`config.mk`:
```
export PLATFORM = sky130hd
export DESIGN_NAME = uart_sha256_frame_ctrl
export DESIGN_NICKNAME = d
export VERILOG_FILES = /design/src/rtl/uart_sha256_frame_ctrl.sv
export SDC_FILE = /design/constraint.sdc
export NUM_CORES = 1
export LEC_CHECK = 0
export CORE_ASPECT_RATIO = 1.75
export CORE_MARGIN = 2
export CORE_UTILIZATION = 30
export CTS_BUF_LIST = sky130_fd_sc_hd__clkbuf_2
export DETAILED_ROUTE_END_ITERATION = 16
export GPL_TIMING_DRIVEN = 1
export SYNTH_ARGS = -nofsm -noshare
export SYNTH_HDL_FRONTEND = slang
export SYNTH_SLANG_ARGS = --single-unit
```
`constraint.sdc`:
```
create_clock -name clk -period 21 [get_ports clk]
set_input_delay 5.25 -clock clk [delete_from_list [all_inputs] [get_ports clk]]
set_output_delay 5.25 -clock clk [all_outputs]
set_load 0.01 [all_outputs]
```
`src/rtl/uart_sha256_frame_ctrl.sv`:
```
// -----------------------------------------------------------------------------
// uart_sha256_frame_ctrl
//
// Length-framed command controller between the UART RX/TX cores and the SHA-256
// hasher. A frame is SOF (0x01), a LEN_BYTES big-endian length N, then N
// binary-transparent payload bytes. The payload is streamed into the hasher.
// The reply is ACK (0x06) followed by the first OUT_BYTES digest bytes (most
// significant first), or NAK (0x15) on a framing error or an inter-byte timeout.
//
// Compile-time option:
//   UART_SHA_ASCII_HEX_EN - when defined, the digest is sent as 2*OUT_BYTES
//                           lowercase ASCII hex characters (high nibble first)
//                           followed by 0x0A. When undefined, the digest is
//                           sent as raw bytes with no trailer.
//
// Ports:
//   clk       in   1    clock
//   rst       in   1    asynchronous active-high reset
//   rx_data   in   8    byte from UART RX core
//   rx_valid  in   1    one-cycle strobe, rx_data valid
//   tx_data   out  8    byte to UART TX core
//   tx_start  out  1    one-cycle pulse, launch tx_data
//   tx_busy   in   1    TX core busy
//   sp_start  out  1    one-cycle pulse, begin new hash
//   sp_data   out  8    payload byte to hasher
//   sp_valid  out  1    sp_data valid, one cycle per byte
//   sp_last   out  1    with sp_valid on the final payload byte
//   sp_hash   in   256  digest, word H0 in [255:224]
//   sp_done   in   1    digest valid strobe
//   busy      out  1    high in every state except IDLE
//   err       out  1    one-cycle pulse whenever a NAK is queued
// -----------------------------------------------------------------------------
module uart_sha256_frame_ctrl #(
  parameter int LEN_BYTES   = 2,
  parameter int MAX_LEN     = 4096,
  parameter int OUT_BYTES   = 32,
  parameter int TIMEOUT_CYC = 1_000_000
) (
  input  logic         clk,
  input  logic         rst,
  input  logic [7:0]   rx_data,
  input  logic         rx_valid,
  output logic [7:0]   tx_data,
  output logic         tx_start,
  input  logic         tx_busy,
  output logic         sp_start,
  output logic [7:0]   sp_data,
  output logic         sp_valid,
  output logic         sp_last,
  input  logic [255:0] sp_hash,
  input  logic         sp_done,
  output logic         busy,
  output logic         err
);

  localparam int LW  = LEN_BYTES * 8;
  localparam int LCW = $clog2(LEN_BYTES + 1);
  localparam int CW  = $clog2(MAX_LEN + 1);
  localparam int TW  = $clog2(TIMEOUT_CYC + 1);
`ifdef UART_SHA_ASCII_HEX_EN
  localparam int NUM_TX = 2 * OUT_BYTES + 1;  // hex characters plus newline
`else
  localparam int NUM_TX = OUT_BYTES;
`endif
  localparam int IW = $clog2(NUM_TX + 1);

  localparam logic [7:0] SOF_BYTE = 8'h01;
  localparam logic [7:0] ACK_BYTE = 8'h06;
  localparam logic [7:0] NAK_BYTE = 8'h15;

  typedef enum logic [2:0] {
    S_IDLE,
    S_LEN,
    S_DATA,
    S_HASH,
    S_TX_ACK,
    S_TX_DIG,
    S_TX_NAK,
    S_TX_GAP
  } state_t;

  // State and datapath registers
  state_t         r_state, w_state_next;
  state_t         r_ret, w_ret_next;          // state to resume after TX_GAP
  logic [LW-1:0]  r_len, w_len_next;
  logic [LCW-1:0] r_lcnt, w_lcnt_next;        // length bytes received
  logic [CW-1:0]  r_cnt, w_cnt_next;          // payload bytes received
  logic [TW-1:0]  r_to_cnt, w_to_cnt_next;    // idle cycles since last RX byte
  logic [255:0]   r_hash, w_hash_next;
  logic [IW-1:0]  r_idx, w_idx_next;          // digest character index

  // Registered outputs
  logic [7:0]     r_tx_data, w_tx_data_next;
  logic           r_tx_start, w_tx_start_next;
  logic           r_sp_start, w_sp_start_next;
  logic [7:0]     r_sp_data, w_sp_data_next;
  logic           r_sp_valid, w_sp_valid_next;
  logic           r_sp_last, w_sp_last_next;
  logic           r_busy, w_busy_next;
  logic           r_err, w_err_next;

  // Helper nets
  logic [LW-1:0]  w_len_shift;
  logic           w_len_bad;
  logic [CW-1:0]  w_cnt_inc;
  logic           w_in_frame;
  logic           w_timeout;
  logic [255:0]   w_hash_shift;
  logic [7:0]     w_dig_byte;
  logic           w_dig_last;

  // Length register shifts MSB first; the cast keeps the low LW bits.
  assign w_len_shift = LW'({r_len, rx_data});
  assign w_len_bad   = (w_len_shift == '0) || (64'(w_len_shift) > 64'(MAX_LEN));
  assign w_cnt_inc   = r_cnt + 1'b1;

  assign w_in_frame  = (r_state == S_LEN) || (r_state == S_DATA);
  // An RX byte in the same cycle always wins over expiry.
  assign w_timeout   = w_in_frame && !rx_valid && (r_to_cnt == TW'(TIMEOUT_CYC - 1));

  assign w_dig_last  = (r_idx == IW'(NUM_TX - 1));

`ifdef UART_SHA_ASCII_HEX_EN
  logic [3:0] w_nib;
  assign w_hash_shift = r_hash << {r_idx, 2'b00};
  assign w_nib        = w_hash_shift[255:252];
  always_comb begin
    w_dig_byte = 8'h0A;
    if (!w_dig_last) begin
      if (w_nib < 4'd10) w_dig_byte = 8'h30 + {4'h0, w_nib};
      else               w_dig_byte = 8'h57 + {4'h0, w_nib};  // 0x61 - 10
    end
  end
`else
  assign w_hash_shift = r_hash << {r_idx, 3'b000};
  assign w_dig_byte   = w_hash_shift[255:248];
`endif

  // ---------------------------------------------------------------------------
  // State register
  // ---------------------------------------------------------------------------
  always_ff @(posedge clk or posedge rst) begin
    if (rst) begin
      r_state    <= S_IDLE;
      r_ret      <= S_IDLE;
      r_len      <= '0;
      r_lcnt     <= '0;
      r_cnt      <= '0;
      r_to_cnt   <= '0;
      r_hash     <= '0;
      r_idx      <= '0;
      r_tx_data  <= '0;
      r_tx_start <= 1'b0;
      r_sp_start <= 1'b0;
      r_sp_data  <= '0;
      r_sp_valid <= 1'b0;
      r_sp_last  <= 1'b0;
      r_busy     <= 1'b0;
      r_err      <= 1'b0;
    end else begin
      r_state    <= w_state_next;
      r_ret      <= w_ret_next;
      r_len      <= w_len_next;
      r_lcnt     <= w_lcnt_next;
      r_cnt      <= w_cnt_next;
      r_to_cnt   <= w_to_cnt_next;
      r_hash     <= w_hash_next;
      r_idx      <= w_idx_next;
      r_tx_data  <= w_tx_data_next;
      r_tx_start <= w_tx_start_next;
      r_sp_start <= w_sp_start_next;
      r_sp_data  <= w_sp_data_next;
      r_sp_valid <= w_sp_valid_next;
      r_sp_last  <= w_sp_last_next;
      r_busy     <= w_busy_next;
      r_err      <= w_err_next;
    end
  end

  // ---------------------------------------------------------------------------
  // Next-state and output logic
  // ---------------------------------------------------------------------------
  always_comb begin
    w_state_next    = r_state;
    w_ret_next      = r_ret;
    w_len_next      = r_len;
    w_lcnt_next     = r_lcnt;
    w_cnt_next      = r_cnt;
    w_hash_next     = r_hash;
    w_idx_next      = r_idx;
    w_tx_data_next  = r_tx_data;
    w_tx_start_next = 1'b0;
    w_sp_start_next = 1'b0;
    w_sp_data_next  = r_sp_data;
    w_sp_valid_next = 1'b0;
    w_sp_last_next  = 1'b0;
    w_err_next      = 1'b0;

    // Idle counter only runs while a frame is being received.
    if (w_in_frame && !rx_valid) w_to_cnt_next = r_to_cnt + 1'b1;
    else                         w_to_cnt_next = '0;

    case (r_state)
      S_IDLE: begin
        if (rx_valid && (rx_data == SOF_BYTE)) begin
          w_state_next = S_LEN;
          w_lcnt_next  = '0;
          w_len_next   = '0;
        end
      end

      S_LEN: begin
        if (rx_valid) begin
          w_len_next  = w_len_shift;
          w_lcnt_next = r_lcnt + 1'b1;
          if (r_lcnt == LCW'(LEN_BYTES - 1)) begin
            if (w_len_bad) begin
              w_state_next = S_TX_NAK;
              w_err_next   = 1'b1;
            end else begin
              w_state_next    = S_DATA;
              w_sp_start_next = 1'b1;
              w_cnt_next      = '0;
            end
          end
        end else if (w_timeout) begin
          w_state_next = S_TX_NAK;
          w_err_next   = 1'b1;
        end
      end

      S_DATA: begin
        if (rx_valid) begin
          w_sp_data_next  = rx_data;
          w_sp_valid_next = 1'b1;
          w_cnt_next      = w_cnt_inc;
          if (64'(w_cnt_inc) == 64'(r_len)) begin
            w_sp_last_next = 1'b1;
            w_state_next   = S_HASH;
          end
        end else if (w_timeout) begin
          // The partially fed hash is abandoned; the next sp_start restarts it.
          w_state_next = S_TX_NAK;
          w_err_next   = 1'b1;
        end
      end

      S_HASH: begin
        if (sp_done) begin
          w_hash_next  = sp_hash;
          w_state_next = S_TX_ACK;
        end
      end

      S_TX_ACK: begin
        if (!tx_busy) begin
          w_tx_data_next  = ACK_BYTE;
          w_tx_start_next = 1'b1;
          w_idx_next      = '0;
          w_ret_next      = S_TX_DIG;
          w_state_next    = S_TX_GAP;
        end
      end

      S_TX_DIG: begin
        if (!tx_busy) begin
          w_tx_data_next  = w_dig_byte;
          w_tx_start_next = 1'b1;
          w_idx_next      = r_idx + 1'b1;
          w_ret_next      = w_dig_last ? S_IDLE : S_TX_DIG;
          w_state_next    = S_TX_GAP;
        end
      end

      S_TX_NAK: begin
        if (!tx_busy) begin
          w_tx_data_next  = NAK_BYTE;
          w_tx_start_next = 1'b1;
          w_ret_next      = S_IDLE;
          w_state_next    = S_TX_GAP;
        end
      end

      // One cycle so the TX core has raised tx_busy before it is tested again.
      S_TX_GAP: begin
        w_state_next = r_ret;
      end

      default: begin
        w_state_next = S_IDLE;
      end
    endcase

    // busy tracks the state it is registered alongside.
    w_busy_next = (w_state_next != S_IDLE);
  end

  assign tx_data  = r_tx_data;
  assign tx_start = r_tx_start;
  assign sp_start = r_sp_start;
  assign sp_data  = r_sp_data;
  assign sp_valid = r_sp_valid;
  assign sp_last  = r_sp_last;
  assign busy     = r_busy;
  assign err      = r_err;

endmodule

```
# Yosys cells after proc, flatten, opt, wreduce, memory -nomap -nowiden
# Index checks and enable logic that the tools add are counted.
# W data, S select, Z words.
[op_classes] n_addsub=4 n_lt_le_gt_ge=1 n_eq_ne=20 shifts=1 mux=51 reduce_logical=20
[op_table] operator="$shl A256 B9 Y256" n=1
[op_table] operator="$mux W13" n=4
[op_table] operator="$mux W3" n=13
[op_table] operator="$mux W16" n=2
[op_table] operator="$pmux W16 S2" n=1
[op_table] operator="$pmux W13 S2" n=1
[op_table] operator="$mux W8" n=3
[op_table] operator="$pmux W8 S3" n=1
[op_table] operator="$add A20 B1 Y20 const B" n=1
[op_table] operator="$eq A20 B20 Y1 const B" n=1
[op_table] operator="$mux W20" n=1
[op_table] operator="$pmux W3 S6" n=1
[op_table] operator="$eq A13 B16 Y1" n=1
[op_table] operator="$gt A16 B13 Y1 const B" n=1
[op_table] operator="$logic_not A16 Y1" n=1
[op_table] operator="$mux W1" n=16
[op_table] operator="$ne A2 B2 Y1 const B" n=7
[op_table] operator="$add A13 B1 Y13 const B" n=1
[op_table] operator="$eq A3 B3 Y1 const B" n=4
[op_table] operator="$mux W6" n=2
[op_table] operator="$pmux W6 S2" n=1
[op_table] operator="$pmux W3 S3" n=1
[op_table] operator="$eq A8 B1 Y1 const B" n=1
[op_table] operator="$add A6 B1 Y6 const B" n=1
[op_table] operator="20 further kinds" n=30
[word_totals] regBits=341 output_inout_bits=22

# Logic depth before layout (Yosys ltp)
# Gate-level depths: netlist of run 1.
[logic_depth] depth_word=8 depth_mapped=9 mapped_depth_nobuf=7

# Least setup slack after synthesis of run 1
# OpenSTA, ideal clock, no wires.
[synth_path] kind="input port to flip-flop" start="input rx_data[5]" end="register r_cnt[4]" setup_time_ps=132 t_arrival_ps=6861 required_ps=20868 setup_slack_ps=14006 path_stages=7 path_buffers=1 path_cell_list="or4_1 -> nor4_1 -> xnor2_1 -> a41oi_2 -> buf_2 -> o21ai_0 -> o31ai_1"
[synth_between] elab_chain_cells=4 word_cells_on_any_way=5
[synth_rtl] element="start, declared" line_no="41" source="input logic [7:0] rx_data,"
[synth_rtl] element="$gt A16 B13 Y1 or $logic_not A16 Y1 (tied branches)" line_no="114" source="assign w_len_bad = (w_len_shift == '0) || (64'(w_len_shift) > 64'(MAX_LEN));"
[synth_rtl] element="$logic_or A1 B1 Y1 *" line_no="114"
[synth_rtl] element="$ne A2 B2 Y1 (no line) *"
[synth_rtl] element="$reduce_and A5 Y1 (no line) *"
[synth_rtl] element="end signal, assigned" line_no="165" source="r_cnt <= w_cnt_next;"
[synth_rtl] element="end, declared" line_no="87" source="logic [CW-1:0] r_cnt, w_cnt_next;"
# Mark *: on every way between the ends. The rest lies on a longest branch, timed or not.
# A chain may end at the register's enable or synchronous reset.

==> summary.md, run 1 <==
| Metric | Value |
|---|---|
| Sequential area share after synthesis | 0.548 |
| Clock Tree Root | clkbuf_2 |
| First-pass GRT wire length | 68200 um |
| Seq cells post-synth | 339 |
| Final setup viols | 0 |
| Post-route ant nets | 0 |
| Clk buf depth | 3 |
| Final hold vios | 0 |
| Via density | 4.84 |
| Post-synth EDFFs | 0 |
| Via count of the first global-routing pass | 11400 |
| Slew @ Worst Pin | 1.22 ns |
| WHS Endpoint | r_to_cnt[0]$_DFF_PP0_ |
| Iter 0 DRT Violations | 531 |
| Share of Yosys cell area claimed by the top area cell type | 0.548 |
| DR WL/cell | 20.9 um |
| Post-Syn Area per Cell | 14.2 um^2 |
| CP Data Arrival Time | 8.20 ns |
| Initial Util | 0.303 |
| Critical-path top delay cell | buf_4 |
| Max-Cap Viols | 0 |
| CP delay by family, top | buffers and inverters |
| Area grow syn2layout | 27.8% |
| Clock period minus worst slack | 7.28 ns |
| IO buf count | 290 |
| Hold Crit Class | flip-flop to flip-flop |
| I/O pins | 291 |
| Die X-Extent | 176 um |
| Main flop type after synthesis | dfrtp_1 |
| Critical Path Source Type | input port |
| Clock sinks | 339 |
| Clk pwr share | 0.173 |
| Worst path cell trace | clkdlybuf4s50_1 -> inv_8 -> buf_4 -> buf_4 |
| Post-synth cell types | 52 |
| Synth async-reset ratio | 1.00 |
| Initial antenna violation count | 14 |
| Sw frac | 0.339 |
| Most frequent cells in the layout | 337 x dfrtp_1, 290 x clkdlybuf4s50_1, 260 x mux2_2 |
| CP Capture Type | async pin |
| CTS Buf Count | 84 |
| Vias | 10400 |
| Core area | 51200 um^2 |
| Hold path depth | 1 |
| VDD IR max | 52.9 uV |
| Core Rows | 110 |
| Post-DP HPWL | 32200 um |
| Most common library cell in the layout ignoring fill and taps | dfrtp_1 |
| Source of the worst hold timing path | r_to_cnt[0]$_DFF_PP0_ |
| Clock slew at reported path FFs | 0.10 ns |
| Setup tns final | 0 ns |
| Total die area | 53500 um^2 |
| Clock skew | 0.149 ns |
| Pins Over Slew Limit | 0 |
| Clock tree from TritonCTS | built |
| Syn Std Cell Area | 15500 um^2 |
| Crit path max fanout | 117 |
| Worst Reg-to-Reg Cells | 7 |
| Data required time of the critical path | 21.92 ns |
| Post-cts resize count | 0 |
| Share of layout cells above drive strength 1 | 0.324 |
| Syn Nets | 1367 |
| Worst rel slew slack | 0.185 |
| Hold-fix buffers, CTS | 0 |
| Smallest setup slack after layout | 13.72 ns |
| PwrDens | 126 nW/um^2 |
| Nets | 1686 |
| Fmax | 0.137 GHz |
| Top cells by area, synth | dfrtp_1 55%, mux2_2 19%, mux4_2 11%, nand2_1 1.8%, clkbuf_1 1.2% |
| DP Worst Slack | 12.46 ns |
| Leakage | 8.35 nW |
| Routability congestion estimate | 0.833 |
| R2R Path Start | r_idx[1]$_DFFE_PP0P_ |
| Largest area contributor in the synthesized netlist | dfrtp_1 |
| Status | finished, final reports clean |
| Sw power | 0.844 mW |
| Largest net degree at the start of global routing | 164 |
| Cell Int Power | 1.65 mW |
| Crit path buf inv count | 4 |
| Chip height | 305 um |
| CP max stage delay | 0.88 ns |
| Worst-Skew Late Latency | 1.02 ns |
| Crit path top cell by count | buf_4 |
| # H-tree levels | 3 |
| DRC Markers | 0 |
| # fillers | 4968 |
| Tot GR Track Use | 0.171 |
| Sequential power share | 0.448 |
| Fin crit share | 0.347 |
| YS warnings | 0 |
| DR pass1 iterations | 4 |
| Reg2Reg Setup Slack | 17.63 ns |
| RSZ-0062 raised after global routing | no |
| Global route overflow | 0 |
| Post-CTS Setup Bufs | 0 |
| Worst reg2reg endpoint | tx_data[0]$_DFFE_PP0P_ |
| Syn Inst Count | 1094 |
| Comb power frac | 0.379 |
| Total wire length | 44900 um |
| Setup CP Type | input port to async pin |
==> worst max-delay path by stage <==
stage                           startpoint              endpoint  slack [ns]  cells past startpoint
detailed placement                     rst  r_idx[0]$_DFFE_PP0P_       12.46                      4
global route                           rst  r_idx[0]$_DFFE_PP0P_       13.35                      4
global placement                       rst  r_idx[0]$_DFFE_PP0P_       12.56                      4
floorplan                              rst        busy$_DFF_PP0_        6.36                      1
CTS                 tx_data[7]$_DFFE_PP0P_            tx_data[7]       13.56                      1
finish                                 rst  r_idx[0]$_DFFE_PP0P_       13.72                      4
==> power by group through the flow <==
stage	logic, mW	registers [mW]	clock network, mW
floorplan	0.693	1.05	0
global placement	0.961	1.12	0
detailed placement	0.983	1.13	0
CTS	0.986	1.12	0.462
global route	1.03	1.16	0.495
finish	0.946	1.12	0.430
==> Yosys cell counts (all sizes together) (4+ instances only) <==
library cell	instances
a21oi	13
a22o	19
a22oi	4
and2	6
and3	7
buf	19
clkbuf	49
dfrtp	339
ha	4
inv	9
mux2	260
mux2i	4
mux4	77
nand2	74
nand2b	6
nand3	17
nand4	6
nor2	45
nor2b	6
nor3	9
nor4	5
o21ai	31
o31ai	9
or3	8
or4	4
xnor2	16
xor2	19
==> cells by family (layout without fill, tap and decap cells) <==
kind of cell / count (synthesis) / after routing / share of synthesized area
other cells: 0 / 13 / 0
fa+ha+maj: 4 / 4 / 0.00323
simple gates: 205 / 205 / 0.0643
mux: 341 / 341 / 0.304
buf+inv: 78 / 450 / 0.0212
xor+xnor: 35 / 35 / 0.0198
compound gates: 92 / 92 / 0.0405
flops: 339 / 339 / 0.548
==> per-layer routing <==
metal  track usage  vias to the layer above  wire [um]
met5             0                        -         31
met4        0.0817                        4       1680
met3        0.0511                       85       3120
met2         0.314                      339      24500
met1         0.174                     5268      15500
li1              -                     4716          -
==> state kept, by name, summed over array words and instances (netlist names), 2 cells and up <==
name      count
r_hash      256
r_to_cnt     20
r_len        16
r_cnt        13
sp_data       8
tx_data       8
r_idx         6
r_state       3
r_lcnt        2
==> layout make-up <==
type,instances,area (um^2),share of cell area
sequential,339,8490,0.429
multi-input combinational,677,6680,0.337
timing repair buffer,301,3000,0.151
tap,672,841,0.0425
clock buffer,110,551,0.0278
clock inverter,29,160,0.00809
inverter,10,45.0,0.00228
antenna,13,32.5,0.00164
==> metrics by stage <==
step	util	area [um^2]	hold WS, ns	instances	total power, mW
2_1_floorplan	-	15500	0.424	1094	1.75
3_3_place_gp	0.372	19100	0.438	1999	2.08
3_5_place_dp	0.372	19100	0.453	1999	2.12
4_1_cts	0.386	19800	0.467	2138	2.57
5_1_grt	0.387	19800	0.498	2149	2.69
6_report	0.387	19800	0.464	2151	2.49
Power figures use the tool's default switching activity.
==> inputs of run 2 (changes only) <==
clock period = 6.3 ns   (was 21 ns; I/O delays follow)
==> run 2 against run 1 <==
- clock-buffer cell count grew 11
- sequential cell count is the same
- global-route usage grew 0.13 points
- highest routed layer unchanged
- wire length grew 0.11%
- non-clock buffer count grew 3
==> summary.md, run 2 (synthesis gave the netlist of run 1 again) <==
| Metric | Value |
|---|---|
| Area grow syn2layout | 28.2% |
| CP Capture Type | primary output |
| Worst rel slew slack | 0.207 (+0.0216) |
| Placed insts | 2002 (+0.15%) |
| Nets | 1691 (+0.30%) |
| IO buf count | 290 (unchanged) |
| Post-Layout Cell Count | 2159 (+0.37%) |
| Post-route ant nets | 0 (unchanged) |
| Crit path buf inv count | 1 (-3) |
| I/O pins | 291 (unchanged) |
| DP Worst Slack | 1.90 ns (-10.56 ns) |
| Post-cts resize count | 0 (unchanged) |
| Clock Tree Root | clkbuf_2 |
| Post-CTS Setup Bufs | 0 (unchanged) |
| Clock period minus worst slack | 3.53 ns |
| Initial Util | 0.303 (unchanged) |
| Setup CP Type | flip-flop to primary output |
| Hold path depth | 1 (unchanged) |
| Via count of the first global-routing pass | 11500 (+0.51%) |
| Biggest registers after layout | r_hash: 256 flops, r_to_cnt: 20 flops, r_len: 16 flops |
| Pins Over Slew Limit | 0 (unchanged) |
| Hold slack | 0.464 ns (+0.000141 ns) |
| Clock tree from TritonCTS | built |
| Tot GR Track Use | 0.172 (+0.00131) |
| First-pass GRT wire length | 68600 um (+0.53%) |
| # H-tree levels | 3 (unchanged) |
| Largest net degree at the start of global routing | 139 (-15%) |
| Routability congestion estimate | 0.827 (-0.83%) |
| Global route overflow | 0 (unchanged) |
| Vias | 10400 (-0.029%) |
| CP Data Arrival Time | 1.95 ns (-6.25 ns) |
| Most common library cell in the layout ignoring fill and taps | dfrtp_1 |
| Final hold vios | 0 (unchanged) |
| Hold-fix buffers, CTS | 0 (unchanged) |
| Most frequent cells in the layout | 337 x dfrtp_1, 290 x clkdlybuf4s50_1, 260 x mux2_2 |
| Chip height | 305 um (unchanged) |
| Crit path max fanout | 2 (-98%) |
| Initial antenna violation count | 19 (+5) |
| Worst reg2reg endpoint | tx_data[4]$_DFFE_PP0P_ |
| Data required time of the critical path | 4.72 ns (-17.20 ns) |
| Reg with most FFs | r_hash |
| Fin crit share | 0.560 |
| Die X-Extent | 176 um (unchanged) |
| Total die area | 53500 um^2 (unchanged) |
| DRC Markers | 0 (unchanged) |
| Worst path cell trace | clkdlybuf4s50_1 |
| R2R Path Start | r_idx[0]$_DFFE_PP0P_ |
| Via density | 4.82 (-0.40%) |
| Core area | 51200 um^2 (unchanged) |
| Leakage | 8.39 nW (+0.50%) |
| CP max stage delay | 0.56 ns (-0.32 ns) |
| Post-DP HPWL | 32400 um (+0.46%) |
| Critical Path Source Type | flip-flop |
| Worst Reg-to-Reg Cells | 6 (-1) |
| Core Rows | 110 (unchanged) |
| VDD IR max | 181 uV (+240%) |
| CP delay by family, top | buffers and inverters |
| Hold Crit Class | flip-flop to flip-flop |
| Slew @ Worst Pin | 1.19 ns (-0.0325 ns) |
| Smallest setup slack after layout | 2.77 ns (-10.94 ns) |
| Clock skew | 0.0605 ns (-0.0890 ns) |
| Clock slew at reported path FFs | 0.10 ns (about the same) |
| Status | finished, final reports clean |
| Largest register FFs | 256 (unchanged) |
| Max-Cap Viols | 0 (unchanged) |
| Source of the worst hold timing path | r_to_cnt[0]$_DFF_PP0_ |
| Fmax | 0.284 GHz |
| Clk buf depth | 3 (unchanged) |
| Total wire length | 44900 um (+0.11%) |
| PwrDens | 421 nW/um^2 (+230%) |
| DR WL/cell | 20.8 um (-0.26%) |
| CTS Buf Count | 86 (+2.4%) |
| WHS Endpoint | r_to_cnt[0]$_DFF_PP0_ |
| Setup tns final | 0 ns (unchanged) |
| Clock sinks | 339 (unchanged) |
| Share of layout cells above drive strength 1 | 0.330 (+0.00615) |
| RSZ-0062 raised after global routing | no |
| Final setup viols | 0 (unchanged) |
| Reg2Reg Setup Slack | 3.01 ns (-14.62 ns) |
| Critical-path top delay cell | clkdlybuf4s50_1 |
| DR pass1 iterations | 4 (unchanged) |
| Worst-Skew Late Latency | 1.00 ns (-0.02 ns) |
| Iter 0 DRT Violations | 494 (-7.0%) |
run 2: changes by cell type in the layout (fill, tap and decap cells not counted):
cell      before  now
diode_2       13   15
buf_4         10   11
inv_6          1    0
clkbuf_2     110  121
buf_12         1    3
clkinv_2       3    2
clkinv_1      20   15
inv_8          1    0
run 2: where the power goes:
part	switching, mW	internal (mW)	total, mW
sequential	0.663	3.12	3.79
clock	0.917	0.553	1.47
combinational	1.25	1.86	3.11
run 2: final cells by class:
| cell class | instances | area (um^2) |
|---|---|---|
| fill | 4995 | 31300 |
| clock buffer | 121 | 606 |
| timing repair buffer | 304 | 3050 |
| inverter | 10 | 41.3 |
| clock inverter | 21 | 120 |
| antenna | 15 | 37.5 |
| sequential | 339 | 8490 |
| tap | 672 | 841 |
| multi-input combinational | 677 | 6680 |
run 2: worst register-to-register path, cell delays in order, from the launching register on:
cell     delay (ns)
dfrtp_4        1.02
buf_12         0.37
mux4_2         0.64
mux4_2         0.48
mux2_2         0.30
a21oi_1        0.29
nor2_1         0.07
run 2: worst max path at each step:
| stage | start | to | slack [ns] | cells after the start |
|---|---|---|---|---|
| floorplan | rst | busy$_DFF_PP0_ | 0.19 | 1 |
| global placement | rx_valid | r_state[0]$_DFF_PP0_ | 1.88 | 6 |
| detailed placement | rx_valid | r_state[0]$_DFF_PP0_ | 1.90 | 6 |
| CTS | tx_data[3]$_DFFE_PP0P_ | tx_data[3] | 2.57 | 1 |
| global route | tx_data[3]$_DFFE_PP0P_ | tx_data[3] | 2.58 | 1 |
| finish | tx_data[3]$_DFFE_PP0P_ | tx_data[3] | 2.77 | 1 |
run 2: stage by stage:
step | power, mW | util | area, um^2
floorplan | 5.83 | - | 15500
global placement | 6.92 | 0.373 | 19100
detailed placement | 7.06 | 0.373 | 19100
CTS | 8.60 | 0.387 | 19800
global route | 8.98 | 0.388 | 19900
finish | 8.37 | 0.388 | 19900
run 2: routing by layer:
layer / track usage / vias up / share of wire
met4: 0.0903 / 8 / 0.040
met1: 0.176 / 5242 / 0.34
met2: 0.311 / 333 / 0.55
met5: 0 / - / 0.0010
met3: 0.0528 / 98 / 0.068
li1: - / 4728 / -
